### src/rtl/exwb_redirect_buffer.sv
// EX/WB pipeline register with branch/jump resolution, PC redirect and squash.
// Optional BRANCH_STATS_EN adds taken_count_out / squash_count_out.
module exwb_redirect_buffer #(
  parameter int DATA_W      = 32,
  parameter int RD_W        = 6,
  parameter int FLUSH_DEPTH = 2
) (
  input  logic              clock,
  input  logic              reset_n,
  input  logic              stall_in,
  input  logic              RegWrt_in,
  input  logic              MemToReg_in,
  input  logic              PCtoReg_in,
  input  logic              MemRead_in,
  input  logic              MemWrt_in,
  input  logic              Branch_Neg_in,
  input  logic              Branch_Zero_in,
  input  logic              Jump_in,
  input  logic              JumpMem_in,
  input  logic [DATA_W-1:0] rs_in,
  input  logic [DATA_W-1:0] rt_in,
  input  logic [DATA_W-1:0] PCSE_in,
  input  logic [RD_W-1:0]   rd_in,
  input  logic [DATA_W-1:0] alu_result_in,
  input  logic              alu_zero_in,
  input  logic              alu_neg_in,
  input  logic [DATA_W-1:0] mem_rdata_in,
  output logic              RegWrt_out,
  output logic              MemToReg_out,
  output logic              PCtoReg_out,
  output logic              MemRead_out,
  output logic              MemWrt_out,
  output logic [DATA_W-1:0] alu_result_out,
  output logic [DATA_W-1:0] rt_out,
  output logic [DATA_W-1:0] PCSE_out,
  output logic [RD_W-1:0]   rd_out,
  output logic              redirect_out,
  output logic [DATA_W-1:0] redirect_target_out,
  output logic              flush_out,
`ifdef BRANCH_STATS_EN
  output logic [15:0]       taken_count_out,
  output logic [15:0]       squash_count_out,
`endif
  output logic              busy_out
);

  typedef enum logic [1:0] {
    RUN     = 2'd0,
    JM_WAIT = 2'd1,
    SQUASH  = 2'd2
  } state_t;

  typedef struct packed {
    logic              regwrt;
    logic              memtoreg;
    logic              pctoreg;
    logic              memread;
    logic              memwrt;
    logic [DATA_W-1:0] alu;
    logic [DATA_W-1:0] rt;
    logic [DATA_W-1:0] pcse;
    logic [RD_W-1:0]   rd;
  } ex_wb_t;

  localparam logic [2:0] LOAD = 3'(FLUSH_DEPTH);

  state_t            state;
  state_t            state_nx;
  logic [2:0]        cnt;
  logic [2:0]        cnt_nx;
  logic              taken;
  logic              pass;
  logic              redir_nx;
  logic [DATA_W-1:0] target_nx;
  ex_wb_t            wb_in;
  ex_wb_t            wb_nx;
  ex_wb_t            wb_q;
  logic              redir_q;
  logic [DATA_W-1:0] target_q;

  assign taken = Jump_in
               | (Branch_Zero_in & alu_zero_in)
               | (Branch_Neg_in  & alu_neg_in);

  assign wb_in = '{
    regwrt:   RegWrt_in,
    memtoreg: MemToReg_in,
    pctoreg:  PCtoReg_in,
    memread:  MemRead_in,
    memwrt:   MemWrt_in,
    alu:      alu_result_in,
    rt:       rt_in,
    pcse:     PCSE_in,
    rd:       rd_in
  };

  always_ff @(posedge clock) begin
    if (!reset_n) begin
      state <= RUN;
      cnt   <= 3'd0;
    end else if (!stall_in) begin
      state <= state_nx;
      cnt   <= cnt_nx;
    end
  end

  always_comb begin
    state_nx = state;
    cnt_nx   = cnt;
    unique case (state)
      RUN: begin
        if (taken) begin
          state_nx = SQUASH;
          cnt_nx   = LOAD;
        end else if (JumpMem_in) begin
          state_nx = JM_WAIT;
        end
      end
      JM_WAIT: begin
        state_nx = SQUASH;
        cnt_nx   = LOAD;
      end
      SQUASH: begin
        if (cnt <= 3'd1) begin
          state_nx = RUN;
          cnt_nx   = 3'd0;
        end else begin
          cnt_nx = cnt - 3'd1;
        end
      end
      default: begin
        state_nx = RUN;
        cnt_nx   = 3'd0;
      end
    endcase
  end

  // Anything outside RUN turns the sampled instruction into a bubble.
  always_comb begin
    pass      = (state == RUN);
    redir_nx  = 1'b0;
    target_nx = rs_in;
    wb_nx     = '0;
    unique case (1'b1)
      (state == RUN): begin
        redir_nx = taken;
        wb_nx    = wb_in;
      end
      (state == JM_WAIT): begin
        redir_nx  = 1'b1;
        target_nx = mem_rdata_in;
      end
      default: begin
        redir_nx = 1'b0;
      end
    endcase
  end

  always_ff @(posedge clock) begin
    if (!reset_n) begin
      wb_q     <= '0;
      redir_q  <= 1'b0;
      target_q <= '0;
    end else if (stall_in) begin
      redir_q <= 1'b0;
    end else begin
      wb_q    <= wb_nx;
      redir_q <= redir_nx;
      if (redir_nx) begin
        target_q <= target_nx;
      end
    end
  end

`ifdef BRANCH_STATS_EN
  logic [15:0] taken_q;
  logic [15:0] squash_q;

  always_ff @(posedge clock) begin
    if (!reset_n) begin
      taken_q  <= 16'd0;
      squash_q <= 16'd0;
    end else if (!stall_in) begin
      if (redir_nx && taken_q != 16'hFFFF) begin
        taken_q <= taken_q + 16'd1;
      end
      if (!pass && squash_q != 16'hFFFF) begin
        squash_q <= squash_q + 16'd1;
      end
    end
  end

  assign taken_count_out  = taken_q;
  assign squash_count_out = squash_q;
`endif

  assign RegWrt_out          = wb_q.regwrt;
  assign MemToReg_out        = wb_q.memtoreg;
  assign PCtoReg_out         = wb_q.pctoreg;
  assign MemRead_out         = wb_q.memread;
  assign MemWrt_out          = wb_q.memwrt;
  assign alu_result_out      = wb_q.alu;
  assign rt_out              = wb_q.rt;
  assign PCSE_out            = wb_q.pcse;
  assign rd_out              = wb_q.rd;
  assign redirect_out        = redir_q;
  assign redirect_target_out = target_q;
  assign flush_out           = (state == SQUASH);
  assign busy_out            = (state != RUN);

endmodule

### config.mk
export PLATFORM = sky130hd
export DESIGN_NAME = exwb_redirect_buffer
export DESIGN_NICKNAME = d
export VERILOG_FILES = /design/src/rtl/exwb_redirect_buffer.sv
export SDC_FILE = /design/constraint.sdc
export NUM_CORES = 1
export LEC_CHECK = 0
export CORE_AREA = 2 2 126 128
export CTS_BUF_LIST = sky130_fd_sc_hd__clkbuf_4 sky130_fd_sc_hd__clkbuf_8
export DETAILED_ROUTE_END_ITERATION = 6
export DIE_AREA = 0 0 128 130
export GPL_TIMING_DRIVEN = 0
export PLACE_DENSITY = 0.82
export SYNTH_ARGS = -nofsm -noshare
export SYNTH_HDL_FRONTEND = slang
export SYNTH_SLANG_ARGS = --single-unit
### constraint.sdc
create_clock -name clock -period 2.1 [get_ports clock]
set_input_delay 0.42 -clock clock [delete_from_list [all_inputs] [get_ports clock]]
set_output_delay 0.42 -clock clock [all_outputs]
set_load 0.02 [all_outputs]
==> impl_metrics.ini <==
[run_status]
status = completed

[finish]
fin_util = 0.6597
stdcell_count = 1311
num-fill-cells = 1314
drive_gt1_frac = 0.06792
antenna_cells = 0
layout_commonest_cell = clkdlybuf4s50_1
areaGrowthSynthToFinish_pct = 63.12
ff_latch_area_sq_um = 2903
multi_input_comb_area_sq_um = 2970
layout_common_cells = 317 x clkdlybuf4s50_1, 248 x nand2_1, 145 x dfxtp_1
fin_nets = 1288

[min_path]
min_to = redirect_target_out[31]
hp-start = reset_n
min_path_type = input port to flop
hold_depth = 2

[critical_path]
ff2ff_path_depth = 7
cp_slowest_cell = dlygate4sd2_1
critPathArrivalTime_ns = 1.50
cp_cell_sequence = buf_4 > nand2b_1 > inv_1 > dlygate4sd2_1
critPathLaunchType = flop
critical-path-top-delay-family = buffers and inverters
r2r_slack_ns = 0.53
endpoint_kind = primary output
r2r-end = redirect_target_out[22]
cp_num_cells = 4
critical_path_required_ns = 1.68
path_class = flop to primary output
cpPeakStageDelay_ns = 0.35
cp_max_fo = 6
cp_num_buf_inv = 3
r2r_start = state[0]

[floorplan]
core-area_sq_um = 15420
die_area_sq_um = 16640
boundaryPins = 322
die_w_um = 128
die_h_um = 130
initial_core_util = 0.4044
num_rows = 46

[grt]
grt_overflow_total = 0
grt_pass1_wl_um = 30680
antenna_found_initial = 0
grt_max_degree = 17
grt.total_usage = 0.2350
grt_pass1_vias = 6076

[timing]
rsz0062_at_grt = no
min_period_ns = 1.916
finalClockSkew_ns = 0.009095
timing.slew.headroom = 0.5633
drv_slew = 0
final_hold_viol_count = 0
finalSetupTns_ns = 0
fmax_mhz = 522.0
setup_violations = 0
tightest_slew_ns = 0.6551
min_period_over_period = 0.9123

[clock_tree]
cts.path.max_buffers = 2
cts_tree = built
cts_sinks = 145
clock_latency_ns = 0.44
numCtsBuffers = 17
holdBufCountCts = 0
clk_pin_slew_ns = 0.08
cts-root-buf = clkbuf_8
htree_levels = 4

[synthesis]
synthArstFlopShare = 0
synth_top_area_frac = 0.4653
synth_ff_type = dfxtp_1
syn-cell-area_sq_um = 6238
ys_ff_latch = 145
synth_edf_count = 0
synth.distinct_cells = 28
synth.avg_cell_area_sq_um = 8.134
yosysSeqAreaShare = 0.4653
syn_inst = 767
synth_area_leaders = dfxtp_1 47%, nand2_1 15%, and2_1 11%
syn_nets = 949
synth.yosys.warnings = 0
yosysTopAreaCell = dfxtp_1

[power]
p_int_mw = 5.518
peakVddDrop_uv = 440.8
p_total_mw = 7.483
combPwrFrac = 0.231
switchingPower_mw = 1.965
seqPwrFrac = 0.406
p_sw_frac = 0.2626
pwr-share-clk = 0.362
power_density_nw_per_um2 = 735.3
leakage_nw = 4.316

[job]
cap_violations = 0

[drt]
drc_errors = 0
ant_nets = 0
drtIter0Drc = 200
drtPass1Iterations = 4
vias = 6309
postRouteWirelength_um = 19970
via_per_inst = 4.812
wire_per_inst_um = 15.23

[placed_design]
placed_cells = 1278
post-dp-hpwl_um = 15120
io_buffers = 319
place_congestion = 0.7941
how the worst max path moves through the flow:
stage / slack (ns) / end / from
global route: 0.09 / busy_out / state[0]
CTS: 0.02 / busy_out / state[0]
finish: 0.18 / flush_out / state[0]
global placement: -0.04 / busy_out / state[1]
floorplan: 0.67 / redirect_target_out[10] / Branch_Zero_in
detailed placement: -0.06 / busy_out / state[1]
worst reg2reg max path, cell delays in order (launching register included):
cell,delay (ns)
dfxtp_1,0.31
buf_4,0.14
nor2b_1,0.16
buf_4,0.19
buf_6,0.18
mux2i_1,0.27
nand2_1,0.10
o211a_1,0.12
synth_stat cells, types with 4 or more instances:
cell type and number:
and2_1 108, buf_2 25, buf_4 4, buf_6 8, clkbuf_1 27, dfxtp_1 145, inv_1 4, mux2i_1 32
nand2_1 248, nor2b_1 4, o211a_1 32, o21ai_0 108
through the flow:
stage	hold slack, ns	worst slack [ns]	area, sq um
5_1_grt	0.4051	0.08976	10180
3_3_place_gp	0.4776	-0.04129	9672
2_1_floorplan	0.4633	0.6716	6238
4_1_cts	0.3760	0.01984	10180
6_report	0.4008	0.1842	10180
3_5_place_dp	0.4845	-0.06417	9672
power by group through the flow:
| stage | combinational, mW | sequential, mW | clock (mW) |
|---|---|---|---|
| floorplan | 0.598 | 3.33 | 0 |
| global placement | 1.71 | 3.09 | 0 |
| detailed placement | 1.73 | 3.10 | 0 |
| CTS | 1.75 | 3.04 | 2.76 |
| global route | 1.88 | 3.06 | 2.86 |
| finish | 1.73 | 3.04 | 2.71 |
per-layer routing:
| layer | track usage | vias to the layer above | wire, um | part of all wire |
|---|---|---|---|---|
| li1 | - | 3159 | - | - |
| met1 | 0.2545 | 2882 | 7834 | 0.39 |
| met2 | 0.4212 | 237 | 10110 | 0.51 |
| met3 | 0.08774 | 31 | 1658 | 0.083 |
| met4 | 0.08662 | 0 | 370 | 0.019 |
| met5 | 0 | - | 0 | 0 |
cells by family (layout without fill, tap and decap cells):
| family | after synthesis | in the layout | share of synthesized area |
|---|---|---|---|
| compound gates | 148 | 148 | 0.1490 |
| flops | 145 | 145 | 0.4653 |
| buf+inv | 69 | 421 | 0.05856 |
| simple gates | 371 | 371 | 0.2718 |
| mux | 32 | 32 | 0.05134 |
| fa+ha+maj | 2 | 2 | 0.004011 |
layout make-up:
cell class	instances	share of cell area
timing repair buffer	320	0.3139
clock inverter	10	0.01992
clock buffer	22	0.02914
buffer	64	0.03443
inverter	5	0.001844
sequential	145	0.2853
multi-input combinational	553	0.2919
tap	192	0.02361
flip-flops by register name (all words and copies together), names as in the netlist:
| register | flops |
|---|---|
| MemToReg_out | 1 |
| redirect_out | 1 |
| state | 2 |
| alu_result_out | 32 |
| cnt | 3 |
| rd_out | 6 |
| RegWrt_out | 1 |
| PCSE_out | 32 |
| redirect_target_out | 32 |
| MemWrt_out | 1 |
| rt_out | 32 |
| PCtoReg_out | 1 |
| MemRead_out | 1 |
what timing repair did:
| item | 4_1_cts | 5_1_grt |
|---|---|---|
| setup endpoints to repair | 2 | 1 |
| buffers inserted | 1 | 0 |
| pin swaps | 1 | 0 |
| resized for setup | 4 | 1 |
| hold endpoints to repair | 0 | 0 |
(Power assumes the default switching activity.)
